`config.mk`:
```
export PLATFORM = sky130hd
export DESIGN_NAME = vga_timing_gen
export DESIGN_NICKNAME = d
export VERILOG_FILES = /design/src/rtl/vga_timing_gen.sv
export SDC_FILE = /design/constraint.sdc
export NUM_CORES = 1
export LEC_CHECK = 0
export CORE_MARGIN = 3
export CORE_UTILIZATION = 50
export CTS_BUF_LIST = sky130_fd_sc_hd__clkbuf_2
export CTS_CLUSTER_DIAMETER = 40
export CTS_CLUSTER_SIZE = 40
export DETAILED_ROUTE_END_ITERATION = 10
export GPL_ROUTABILITY_DRIVEN = 0
export HOLD_SLACK_MARGIN = 0.02
export PLACE_DENSITY = 0.84
export RECOVER_POWER = 50
export SLEW_MARGIN = 20
export SYNTH_ARGS = -nofsm -noshare
export SYNTH_HDL_FRONTEND = slang
export SYNTH_SLANG_ARGS = --single-unit
```
`constraint.sdc`:
```
create_clock -name clk -period 2.8 [get_ports clk]
set_input_delay 0.28 -clock clk [delete_from_list [all_inputs] [get_ports clk]]
set_output_delay 0.28 -clock clk [all_outputs]
set_load 0.02 [all_outputs]
```
`src/rtl/vga_timing_gen.sv`:
```
// 640x480@60 raster timing generator: pixel-rate divider, h/v counters,
// visible-region flag, registered colour/sync pin stage, and a per-frame
// strobe with a wrapping frame counter used as the game-update timebase.
module vga_timing_gen #(
  parameter int CLK_DIV      = 4,
  parameter int H_TOTAL      = 800,
  parameter int H_SYNC       = 96,
  parameter int H_DISP_START = 144,
  parameter int H_DISP_END   = 784,
  parameter int V_TOTAL      = 525,
  parameter int V_SYNC       = 2,
  parameter int V_DISP_START = 35,
  parameter int V_DISP_END   = 515
) (
  input  logic        clk,
  input  logic        rst,
  output logic        pix_en,
  output logic [9:0]  hCount,
  output logic [9:0]  vCount,
  output logic        bright,
  input  logic [11:0] rgb_in,
  output logic [3:0]  vga_r,
  output logic [3:0]  vga_g,
  output logic [3:0]  vga_b,
  output logic        hSync,
  output logic        vSync,
  output logic        frame_tick,
  output logic [15:0] frame_count
);

  // A divide-by-one still needs a one-bit register so the widths stay legal.
  localparam int DIV_W = (CLK_DIV > 1) ? $clog2(CLK_DIV) : 1;
  localparam logic [DIV_W-1:0] DIV_LAST = DIV_W'(CLK_DIV - 1);

  localparam logic [9:0] H_LAST   = 10'(H_TOTAL - 1);
  localparam logic [9:0] V_LAST   = 10'(V_TOTAL - 1);
  localparam logic [9:0] H_SYNC_W = 10'(H_SYNC);
  localparam logic [9:0] V_SYNC_W = 10'(V_SYNC);
  localparam logic [9:0] H_VIS_LO = 10'(H_DISP_START);
  localparam logic [9:0] H_VIS_HI = 10'(H_DISP_END);
  localparam logic [9:0] V_VIS_LO = 10'(V_DISP_START);
  localparam logic [9:0] V_VIS_HI = 10'(V_DISP_END);

  logic [DIV_W-1:0] div_q, div_d;
  logic [9:0]       h_q, h_d;
  logic [9:0]       v_q, v_d;
  logic [11:0]      rgb_q, rgb_d;
  logic             hsync_q, hsync_d;
  logic             vsync_q, vsync_d;
  logic             tick_q, tick_d;
  logic [15:0]      fcnt_q, fcnt_d;
  logic             line_end;
  logic             frame_end;

  // Pixel strobe from the divider; gated by rst so it is never seen while held in reset.
  always_comb begin
    pix_en    = rst && (div_q == DIV_LAST);
    line_end  = (h_q == H_LAST);
    frame_end = pix_en && line_end && (v_q == V_LAST);
    bright    = (h_q >= H_VIS_LO) && (h_q < H_VIS_HI) &&
                (v_q >= V_VIS_LO) && (v_q < V_VIS_HI);
  end

  // Next-state for divider, raster counters, pin stage and frame strobe.
  always_comb begin
    div_d   = (div_q == DIV_LAST) ? '0 : div_q + 1'b1;
    h_d     = h_q;
    v_d     = v_q;
    rgb_d   = rgb_q;
    hsync_d = hsync_q;
    vsync_d = vsync_q;
    tick_d  = frame_end;
    fcnt_d  = frame_end ? fcnt_q + 16'd1 : fcnt_q;
    if (pix_en) begin
      if (line_end) begin
        h_d = '0;
        v_d = (v_q == V_LAST) ? '0 : v_q + 10'd1;
      end else begin
        h_d = h_q + 10'd1;
      end
      // Pins carry the pixel the counters showed during this pixel period.
      rgb_d   = bright ? rgb_in : 12'h000;
      hsync_d = !(h_q < H_SYNC_W);
      vsync_d = !(v_q < V_SYNC_W);
    end
  end

  // State registers with synchronous active-low reset.
  always_ff @(posedge clk) begin
    if (!rst) begin
      div_q   <= '0;
      h_q     <= '0;
      v_q     <= '0;
      rgb_q   <= '0;
      hsync_q <= 1'b1;
      vsync_q <= 1'b1;
      tick_q  <= 1'b0;
      fcnt_q  <= '0;
    end else begin
      div_q   <= div_d;
      h_q     <= h_d;
      v_q     <= v_d;
      rgb_q   <= rgb_d;
      hsync_q <= hsync_d;
      vsync_q <= vsync_d;
      tick_q  <= tick_d;
      fcnt_q  <= fcnt_d;
    end
  end

  assign hCount      = h_q;
  assign vCount      = v_q;
  assign vga_r       = rgb_q[11:8];
  assign vga_g       = rgb_q[7:4];
  assign vga_b       = rgb_q[3:0];
  assign hSync       = hsync_q;
  assign vSync       = vsync_q;
  assign frame_tick  = tick_q;
  assign frame_count = fcnt_q;

endmodule

```
## Word-level counts from Yosys, hierarchy flattened

Cells that the tools add are included.

- Flip-flop bits (word level): 53
- Output and inout bits: 53
- Logic and storage cells: 35

- $add $sub $neg: 4
- Order comparisons: 6
- Equality and inequality tests: 3
- Multiplexer cells: 3
- Bitwise gates (word level): 1
- Reduce and logical (&&, ||, !) cells: 10

Operators with widths:

| kind | count |
|---|---|
| $add 10x1->10 const B | 2 |
| $eq 10x10->1 const B | 2 |
| $lt 10x10->1 const B | 2 |
| $mux 10 | 2 |
| $add 16x1->16 const B | 1 |
| $mux 12 | 1 |
| $ge 10x6->1 const B | 1 |
| $ge 10x8->1 const B | 1 |
| $lt 10x2->1 const B | 1 |
| $lt 10x7->1 const B | 1 |
| $logic_and 1x1->1 | 6 |
| $add 2x1->2 const B | 1 |
| $eq 2x2->1 const B | 1 |
| $logic_not 1->1 | 2 |
| $reduce_and 2->1 | 1 |
| $reduce_or 2->1 | 1 |
| $not 1->1 | 1 |

## Depth between registers and ports, before layout

Gate-level depths: netlist of the first run.

- Depth in word-level cells: 5
- Depth in mapped cells: 9
- Gate-level depth less buffers: 6

## Worst setup path after synthesis of the first run

No wires, ideal clock.

- Path kind: register -> register
- Start point: register v_q[5], in the netlist vCount[5]
- End point: register fcnt_q[5], in the netlist frame_count[5]
- Setup time: 0.073 ns
- Arrival time: 2.251 ns
- Path slack: 0.475 ns
- Cell stages (with the launch flop): 7
- Cells stage by stage: dfxtp_1 or4_1 or4_1 buf_2 buf_6 or4_1 a21oi_1

- Cells in the longest elaborated chain, start to end: 2

Ends and longest elaborated chain:

| element | RTL line | text |
|---|---|---|
| start, declared | 46 | `logic [9:0] v_q, v_d;` |
| start signal, assigned | 102 | `v_q <= v_d;` |
| $eq 10x10->1 | 59 | `frame_end = pix_en && line_end && (v_q == V_LAST);` |
| $logic_and 1x1->1 | 59 |  |
| end signal, assigned | 107 | `fcnt_q <= fcnt_d;` |
| end, declared | 51 | `logic [15:0] fcnt_q, fcnt_d;` |

No other way between the ends.
A chain may end at the register's enable or synchronous reset.

## Worst setup path after layout of the first run

- Start point: register v_q[1], in the netlist vCount[1]
- End point: output bright

- Cells in the longest elaborated chain, start to end: 3
- Elaborated cells on any way between the ends: 4
- Those cells by class: 2 x order compare; 2 x reduce/logical

Ends and longest elaborated chain:

| element | RTL line | text |
|---|---|---|
| $ge 10x6->1 | 61 | `(v_q >= V_VIS_LO) && (v_q < V_VIS_HI);` |
| $logic_and 1x1->1 | 60 | `bright = (h_q >= H_VIS_LO) && (h_q < H_VIS_HI) &&` |
| $logic_and 1x1->1 * | 61 |  |
| end, declared | 20 | `output logic bright,` |

Every way passes the cells marked *; elsewhere a longest branch is shown, timed or not.

==> results of run 1 <==
[routing by layer]
| layer | up-vias | routed length [µm] |
|---|---|---|
| met3 | 5 | 302 |
| met2 | 68 | 2760 |
| li1 | 1168 | - |
| met1 | 1123 | 2600 |
| met4 | 0 | 48 |
| met5 | - | 0 |
[cell usage in the layout (no fill, tap or decap), drive strengths merged, types with 12 or more instances in the layout]
cell,instances
nand3,13
nand2,16
clkdlybuf4s50,33
a21oi,26
or4,16
a22o,12
o31ai,13
dfxtp,53
nor2,18
dlygate4sd3,33
o21ai,14
[power breakdown]
group | internal, W | switching, W | leakage, nW
clock network | 0.0000582 | 0.000221 | 0.0265
logic | 0.0000301 | 0.0000326 | 0.673
registers | 0.000763 | 0.00000398 | 0.427
total | 0.000852 | 0.000257 | 1.13
[per-stage QoR]
stage	total power [W]	hold slack, ps
2_1_floorplan	0.000810	399
3_3_place_gp	0.000845	408
3_5_place_dp	0.000846	419
4_1_cts	0.00113	411
5_1_grt	0.00117	392
6_report	0.00111	431
[cells by family after synthesis]
family,count (synthesis),synth area share (%)
simple gates,112,26.1
compound gates,71,18.6
flops,53,43.5
buf+inv,30,5.08
xor+xnor,9,3.23
fa+ha+maj,6,3.08
mux,1,0.410
[area by class of cell]
class / count / area (µm²) / area share, %
multi-input combinational: 199 / 1250 / 39.6
sequential: 53 / 1060 / 33.5
timing repair buffer: 71 / 691 / 21.8
tap: 65 / 81.3 / 2.57
inverter: 12 / 45.0 / 1.42
clock buffer: 6 / 30.0 / 0.948
clock inverter: 1 / 3.75 / 0.119
[worst min-delay path by stage]
stage	start	endpoint	slack, ps	cells after the start
6_report	rgb_in[3]	rgb_q[3]$_SDFFE_PN0P_	430	2
5_1_grt	rgb_in[2]	rgb_q[2]$_SDFFE_PN0P_	390	2
4_1_cts	rgb_in[3]	rgb_q[3]$_SDFFE_PN0P_	410	2
3_5_place_dp	div_q[0]$_SDFF_PP0_	div_q[0]$_SDFF_PP0_	420	1
3_3_place_gp	div_q[0]$_SDFF_PP0_	div_q[0]$_SDFF_PP0_	410	1
2_1_floorplan	div_q[0]$_SDFF_PP0_	div_q[0]$_SDFF_PP0_	400	1
[flip-flops by register name, summed over array words and instances, names as in the netlist]
register,count
div_q,2
frame_count,16
frame_tick,1
hCount,10
hSync,1
rgb_q,12
vCount,10
vSync,1
[critical path, stage by stage, from the launching register on]
cell,delay [ps]
dfxtp_1,420
ha_1,220
nor4_1,290
nand3_1,170
a21oi_1,180
clkdlybuf4s50_1,640
==> qor.csv, run 1 <==
stage;metric;value;unit
run_status;status;complete, no violations;
cells_and_area;share of cells above drive strength 1;2.92;%
setup_path;reg2reg start;vCount[5]$_SDFFE_PN0P_;
logic_synthesis;post-synth cell types;41;
logic_synthesis;Yosys top cell by area;dfxtp_1;
logic_synthesis;Synth Cell Area;2440;µm²
sta;clk_skew;23.1;ps
floorplan;Die ar.;5750;µm²
drt;Routed wire per std cell;14.0;µm
drt;vias after detailed routing;2364;
floorplan;IO Pins;67;
logic_synthesis;dominant synthesized flop cell;dfxtp_1;
cells_and_area;fin area;3170;µm²
placement;Port Buffer Count;66;
logic_synthesis;Synth Net Count;302;
sta;Final Hold Fails;0;
drt;Via-to-Cell Ratio;5.81;
sta;Worst Tran Pin Value;762;ps
logic_synthesis;flops & latches, synth;53;
cells_and_area;NumNets Final;362;
logic_synthesis;Yosys top cell area share;43.5;%
cts;Resized cells post-CTS;0;
global_routing;routing usage on met2;33.0;%
floorplan;Chip Width;75.9;µm
global_routing;initial antenna violation count;0;
drt;final routed DRC violation total;0;
setup_path;crit path launch type;flop;
sta;Worst slew margin;49.0;%
logic_synthesis;sequential element share of the synthesized area;43.5;%
placement;Inst Count DP;400;
floorplan;Chip Height;75.9;µm
setup_path;Reg-to-Reg End;frame_count[12]$_SDFFE_PN0P_;
global_routing;pin count of the biggest net entering global routing;34;
cts;clock-pin slew on the worst setup and hold paths;250;ps
run;total of max-cap violations;0;
sta;final setup TNS;0;ps
drt;DR pass1 iterations;4;
cts;H-tree depth;2;
logic_synthesis;yosys warns;0;
cts;total CTS buffers;5;
logic_synthesis;Post-Syn Instances;282;
cells_and_area;fill count;379;
setup_path;Worst Setup EP;bright;
sta;Final Slew Violations;0;
setup_path;CP Class;reg -> out;
sta;Tmin final;2630;ps
setup_path;CP Capture Type;output pin;
sta;Final Worst Setup Slack;175;ps
logic_synthesis;syn_area_per_cell;8.65;µm²
setup_path;Critical Path Source;vCount[1]$_SDFFE_PN0P_;
sta;FMAX;381;MHz
logic_synthesis;Post-synth EDFFs;0;
drt;routed wire length;5.71;mm
sta;final setup violating endpoints;0;
floorplan;Initial Utilization;53.8;%
drt;Final ANT Viol Nets;0;
drt;Initial DRC Count;120;
cts;CTS Hold Bufs;0;
cells_and_area;Layout area overhead;29.8;%
global_routing;Global Route Usage Sum;20.5;%
global_routing;GR met1 Demand/Resource;27.4;%
cells_and_area;non-filler instance count after layout;407;
placement;Area after DPL;3140;µm²
placement;DP Worst Slack;422;ps
cts;CTS tree;built;
cts;Setup Fix Bufs, Post-CTS;0;
cts;clk_lat worst skew;430;ps
global_routing;first-pass GRT wire length;9.36;mm
logic_synthesis;cell with the most instances after synthesis;dfxtp_1;
cts;Root Driver;clkbuf_2;
logic_synthesis;Async S/R FF share, synth;0;%
hold_path;worst hold-check path type;in -> reg;
cts;clock sinks;53;
sta;fin crit share;93.8;%
setup_path;R2R setup slack;350;ps
global_routing;vias in the first global route;2119;
floorplan;row cnt;24;
global_routing;total grt overflow;0;
setup_path;Worst EP required;2520;ps
setup_path;Critical Path AT;2350;ps
logic_synthesis;top post-synthesis cells by area;dfxtp_1, a21oi_1, or4_1;
power;power per standard cell area;350;nW/µm²
placement;DP Wirelength;4.12;mm
sta;RSZ-0062 raised after global routing;false;
setup_path;critical path peak fanout;6;
power;Leak;1.13;nW
global_routing;met3 usage;4.62;%
logic_synthesis;synth cell count leaders;dfxtp_1, a21oi_1, nor2_1;
setup_path;path depth of the worst reg2reg path;5;
cells_and_area;Core Util, Final;69.8;%
power;maximum vdd drop;203;µV
cells_and_area;ANT cells;0;
floorplan;Core Box Area;4530;µm²
cts;CTS max path bufs;2;
global_routing;most used routing layer;met2;
No activity file was read; power rests on OpenSTA's default activity.
==> inputs of run 2 (changes only) <==
--- a/config.mk
+++ b/config.mk
@@ -15,6 +15,7 @@
 export HOLD_SLACK_MARGIN = 0.02
 export PLACE_DENSITY = 0.84
 export RECOVER_POWER = 50
+export SETUP_SLACK_MARGIN = 0.4
 export SLEW_MARGIN = 20
 export SYNTH_ARGS = -nofsm -noshare
 export SYNTH_HDL_FRONTEND = slang
==> qor.csv, run 2 (synthesis gave the netlist of run 1 again) <==
stage;metric;value;unit;change
sta;clk_skew;18.7;ps;-4.42 ps
setup_path;CP Class;reg -> reg;;
sta;Tmin final;2360;ps;-266 ps
floorplan;row cnt;24;;unchanged
setup_path;Reg-to-Reg End;frame_count[12]$_SDFFE_PN0P_;;
setup_path;reg2reg start;vCount[5]$_SDFFE_PN0P_;;
setup_path;path depth of the worst reg2reg path;5;;unchanged
setup_path;crit path launch type;flop;;
drt;vias after detailed routing;2410;;+1.9%
setup_path;R2R setup slack;440;ps;+90 ps
cells_and_area;Layout area overhead;33.8;%;
power;power per standard cell area;341;nW/µm²;-2.6%
setup_path;Worst path max stage delay;550;ps;-90 ps
cells_and_area;share of cells above drive strength 1;6.34;%;+3.4 points
setup_path;Worst EP required;3190;ps;+670 ps
global_routing;pin count of the biggest net entering global routing;34;;unchanged
run_status;status;complete, no violations;;
global_routing;vias in the first global route;2123;;+0.19%
drt;Initial DRC Count;144;;+20%
setup_path;critical path peak fanout;17;;+11
cells_and_area;ANT cells;0;;unchanged
hold_path;worst hold-check path type;in -> reg;;
floorplan;Chip Width;75.9;µm;unchanged
drt;final routed DRC violation total;0;;unchanged
power;Leak;1.18;nW;+5.0%
global_routing;initial antenna violation count;0;;unchanged
cts;CTS max path bufs;2;;unchanged
global_routing;Global Route Usage Sum;20.6;%;+0.027 points
sta;Worst Tran Pin Value;771;ps;+8.90 ps
cells_and_area;most common cell after layout, fill and taps aside;dfxtp_1;;
hold_path;hold depth;2;;unchanged
drt;routed wire length;5.98;mm;+4.7%
setup_path;Critical Path AT;2750;ps;+400 ps
sta;Final Slew Violations;0;;unchanged
floorplan;Chip Height;75.9;µm;unchanged
setup_path;Worst path slowest cell;or4_1;;
floorplan;IO Pins;67;;unchanged
cells_and_area;max FFs per register;16;;unchanged
placement;Port Buffer Count;66;;unchanged
drt;Final ANT Viol Nets;0;;unchanged
global_routing;total grt overflow;0;;unchanged
drt;Routed wire per std cell;14.5;µm;+3.5%
setup_path;CP Capture Type;flop;;
floorplan;Initial Utilization;53.8;%;unchanged
sta;FMAX;424;MHz;+11%
drt;Via-to-Cell Ratio;5.85;;+0.71%
setup_path;CP most frequent cell;or4_1;;
sta;fin crit share;84.3;%;-9.5 points
cells_and_area;NumNets Final;367;;+1.4%
hold_path;min-delay src;rgb_in[3];;
global_routing;first-pass GRT wire length;9.37;mm;+0.15%
cts;clock-pin slew on the worst setup and hold paths;250;ps;about the same
placement;DP Wirelength;4.12;mm;unchanged
cells_and_area;commonest non-fill, non-tap cells in the layout;dfxtp_1, dlygate4sd3_1, clkdlybuf4s50_1;;
sta;RSZ-0062 raised after global routing;true;;
drt;DR pass1 iterations;4;;unchanged
sta;Worst slew margin;48.4;%;-0.60 points
placement;Inst Count DP;400;;unchanged
cts;CTS tree;built;;
cts;total CTS buffers;5;;unchanged
floorplan;Die ar.;5750;µm²;unchanged
run;total of max-cap violations;0;;unchanged
power;maximum vdd drop;202;µV;about the same
cts;clk_lat worst skew;430;ps;about the same
cts;clock sinks;53;;unchanged
floorplan;Core Box Area;4530;µm²;unchanged
hold_path;worst hold path endpoint;rgb_q[3]$_SDFFE_PN0P_;;
power;Tot Pwr;0.00111;W;+0.38%
sta;final setup violating endpoints;0;;unchanged
cells_and_area;non-filler instance count after layout;412;;+1.2%
cts;Root Driver;clkbuf_2;;
cts;H-tree depth;2;;unchanged
sta;Final Hold Fails;0;;unchanged
setup_path;worst-path cell chain;or4_1, or4_4, buf_12, or4_1, a21oi_1;;
sta;final setup TNS;0;ps;unchanged
-- run 2: final cells by class --
cell class | count | area [µm²]
tap | 65 | 81.3
sequential | 53 | 1070
clock inverter | 1 | 3.75
clock buffer | 6 | 30.0
fill | 373 | 1270
multi-input combinational | 199 | 1270
inverter | 12 | 45.0
timing repair buffer | 76 | 761
-- run 2: power breakdown --
group | total, W | internal (W) | switching (W)
clock | 0.000284 | 0.0000582 | 0.000226
combinational | 0.0000634 | 0.0000301 | 0.0000332
sequential | 0.000766 | 0.000762 | 0.00000398
-- run 2: worst max-delay path by stage --
stage / start / to / cells after the start
2_1_floorplan: vCount[5]$_SDFFE_PN0P_ / frame_count[5]$_SDFFE_PN0P_ / 6
3_3_place_gp: rst / frame_count[13]$_SDFFE_PN0P_ / 6
3_5_place_dp: rst / frame_count[12]$_SDFFE_PN0P_ / 6
4_1_cts: vCount[5]$_SDFFE_PN0P_ / frame_count[12]$_SDFFE_PN0P_ / 5
5_1_grt: vCount[7]$_SDFFE_PN0P_ / frame_count[13]$_SDFFE_PN0P_ / 5
6_report: vCount[5]$_SDFFE_PN0P_ / frame_count[12]$_SDFFE_PN0P_ / 5
-- run 2: critical path, delay by kind of cell (launching register included) --
| family | cells | cell delay (ps) |
|---|---|---|
| simple gates | 3 | 1580 |
| flops | 1 | 420 |
| buf+inv | 1 | 170 |
| compound gates | 1 | 150 |
-- run 2: metrics by stage --
| step | cell area, µm² | setup WS, ps | util, % | hold slack [ps] |
|---|---|---|---|---|
| after floorplan | 2440 | 475 | - | 399 |
| after global placement | 3140 | 454 | 69.3 | 408 |
| after detailed placement | 3140 | 422 | 69.3 | 419 |
| after CTS | 3180 | 412 | 70.2 | 411 |
| after global routing | 3260 | 348 | 72.0 | 400 |
| final | 3260 | 441 | 72.0 | 429 |
-- run 2: per-layer routing --
layer / vias to the layer above / share of wire (%) / GRT usage (%)
li1: 1179 / - / -
met5: - / 0 / 0
met4: 0 / 0.80 / 6.21
met1: 1161 / 45 / 27.5
met2: 64 / 50 / 33.0
met3: 6 / 4.7 / 4.62
-- run 2: timing repair --
action                                  in CTS  in global routing
endpoints found under the setup margin       4                 12
gates cloned                                 0                  1
resized for setup                            5                  7
hold buffers                                 0                  0
buffers inserted                             0                  4
==> inputs of run 3 (changes only) <==
==> constraint.sdc (replaced) <==
create_clock -name clk -period 2.2 [get_ports clk]
set_input_delay 0.22 -clock clk [delete_from_list [all_inputs] [get_ports clk]]
set_output_delay 0.22 -clock clk [all_outputs]
set_load 0.02 [all_outputs]
==> qor.csv, run 3 (synthesis gave the netlist of run 1 again) <==
stage;metric;value;unit;change
cells_and_area;commonest non-fill, non-tap cells in the layout;clkdlybuf4s50_1, dfxtp_1, buf_4;;
cells_and_area;fin area;3670;µm²;+12%
sta;Final Slew Violations;0;;unchanged
setup_path;Worst EP required;2600;ps;-590 ps
sta;Worst slew margin;72.7;%;+24 points
cts;clk_lat worst skew;440;ps;about the same
floorplan;IO Pins;67;;unchanged
floorplan;Core Box Area;4530;µm²;unchanged
setup_path;family with the most delay on the worst path;simple AND/OR/NAND/NOR gates;;
run_status;status;complete, but fails checks;;
placement;DP Wirelength;4.65;mm;+13%
hold_path;min-delay src;rgb_in[0];;
cts;total CTS buffers;5;;unchanged
drt;Routed wire per std cell;17.4;µm;+20%
cts;CTS Hold Bufs;0;;unchanged
cts;clock sinks;53;;unchanged
drt;vias after detailed routing;2673;;+11%
cells_and_area;ANT cells;0;;unchanged
floorplan;row cnt;24;;unchanged
drt;Via-to-Cell Ratio;6.08;;+3.9%
setup_path;Critical Path AT;2660;ps;-90 ps
global_routing;total grt overflow;0;;unchanged
floorplan;Die ar.;5750;µm²;unchanged
global_routing;pin count of the biggest net entering global routing;19;;-44%
setup_path;crit path buf inv count;1;;unchanged
setup_path;crit path launch type;flop;;
global_routing;first-pass GRT wire length;11.1;mm;+18%
drt;DR pass1 iterations;5;;+1
placement;Area after DPL;3360;µm²;+6.9%
setup_path;Worst path slowest cell;or4_4;;
cells_and_area;most common cell after layout, fill and taps aside;clkdlybuf4s50_1;;
floorplan;Chip Height;75.9;µm;unchanged
setup_path;critical path peak fanout;15;;-2
setup_path;CP most frequent cell;or4_4;;
cells_and_area;max FFs per register;16;;unchanged
sta;FMAX;441;MHz;+4.0%
cts;CTS tree;built;;
run;total of max-cap violations;0;;unchanged
setup_path;Worst path max stage delay;530;ps;-20 ps
sta;RSZ-0062 raised after global routing;true;;
setup_path;CP Capture Type;flop;;
cts;CTS max path bufs;2;;unchanged
sta;Min Hold Slack;355;ps;-74.5 ps
global_routing;vias in the first global route;2413;;+14%
global_routing;Global Route Usage Sum;24.9;%;+4.3 points
drt;routed wire length;7.64;mm;+28%
global_routing;initial antenna violation count;0;;unchanged
setup_path;reg2reg start;vCount[7]$_SDFFE_PN0P_;;
sta;clk_skew;14.6;ps;-4.13 ps
cts;clock-pin slew on the worst setup and hold paths;270;ps;+20 ps
cells_and_area;NumNets Final;394;;+7.4%
sta;Tmin final;2270;ps;-91.8 ps
cts;H-tree depth;2;;unchanged
setup_path;Critical Path Source;vCount[7]$_SDFFE_PN0P_;;
sta;Worst Tran Pin Value;405;ps;-366 ps
cells_and_area;fill count;295;;-21%
cells_and_area;Layout area overhead;50.5;%;
drt;final routed DRC violation total;0;;unchanged
floorplan;Chip Width;75.9;µm;unchanged
hold_path;worst hold-check path type;in -> reg;;
power;power per standard cell area;429;nW/µm²;+26%
power;maximum vdd drop;321;µV;+58%
cells_and_area;share of cells above drive strength 1;26.1;%;+20 points
drt;Initial DRC Count;185;;+28%
setup_path;CP Class;reg -> reg;;
run_status;failing checks;negative setup slack;;
placement;Port Buffer Count;66;;unchanged
drt;Final ANT Viol Nets;0;;unchanged
power;Leak;1.35;nW;+14%
setup_path;worst-path cell chain;or4_4, or4_4, buf_12, or4_1, a21oi_1;;
cts;Root Driver;clkbuf_2;;
floorplan;Initial Utilization;53.8;%;unchanged
sta;Final Hold Fails;0;;unchanged
sta;final setup violating endpoints;11;;+11
sta;fin crit share;103;%;+19 points
sta;Final Worst Setup Slack;-67.5;ps;-508 ps
[run 3: cell count changes in the layout (fill, tap and decap cells not counted), moves of 12 or more]
| cell | delta |
|---|---|
| buf_4 | +19 |
| dlygate4sd2_1 | +15 |
| a21oi_1 | -16 |
| a21oi_2 | +16 |
| dfxtp_1 | -12 |
| dlygate4sd3_1 | -33 |
[run 3: final cells by class]
class	count	area (µm²)	area share, %
clock buffer	5	25.0	0.682
tap	65	81.3	2.22
timing repair buffer	103	933	25.4
clock inverter	3	40.0	1.09
multi-input combinational	199	1460	39.8
sequential	53	1090	29.6
inverter	12	45.0	1.23
[run 3: where the power goes]
part / internal [W] / switching (W) / leakage (nW) / total (W)
clock: 0.000190 / 0.000314 / 0.0409 / 0.000504
combinational: 0.0000467 / 0.0000506 / 0.872 / 0.0000974
sequential: 0.000968 / 0.00000416 / 0.436 / 0.000972
[run 3: layer usage]
metal | wire length [µm] | part of all wire (%) | global-route usage, %
met1 | 3300 | 43 | 32.9
met2 | 3710 | 49 | 40.2
met3 | 517 | 6.8 | 5.15
met4 | 111 | 1.5 | 8.74
met5 | 0 | 0 | 0
[run 3: final timing paths]
path | endpoint | slack (ps) | depth (start not counted)
worst min register to register | div_q[0]$_SDFF_PP0_ | 440 | 1
worst max-delay path | frame_count[5]$_SDFFE_PN0P_ | -70 | 5
worst max register to register | frame_count[5]$_SDFFE_PN0P_ | -70 | 5
worst min-delay path | rgb_q[0]$_SDFFE_PN0P_ | 350 | 2
[run 3: per-stage QoR]
stage          setup slack (ps)  power, W  std cells  util (%)  setup TNS (ps)
2_1_floorplan             -50.1   0.00103        282         -            -298
3_3_place_gp              -14.6   0.00108        427      74.0           -70.9
3_5_place_dp              -74.7   0.00108        427      74.0            -529
4_1_cts                   -58.1   0.00158        438      77.4            -419
5_1_grt                    -175   0.00163        440      81.0           -1250
6_report                  -67.5   0.00157        440      81.0            -548
[run 3: what timing repair did]
action / CTS / global route
gates cloned: 2 / 2
pin swaps: 0 / 6
resized for setup: 42 / 56
buffers inserted: 1 / 0
endpoints found under the setup margin: 60 / 55
[run 3: worst register-to-register path, stage by stage (launching register included)]
cell and delay (ps):
dfxtp_4 400, or4_4 530, or4_4 520, buf_12 170, or4_1 480, a21oi_1 130
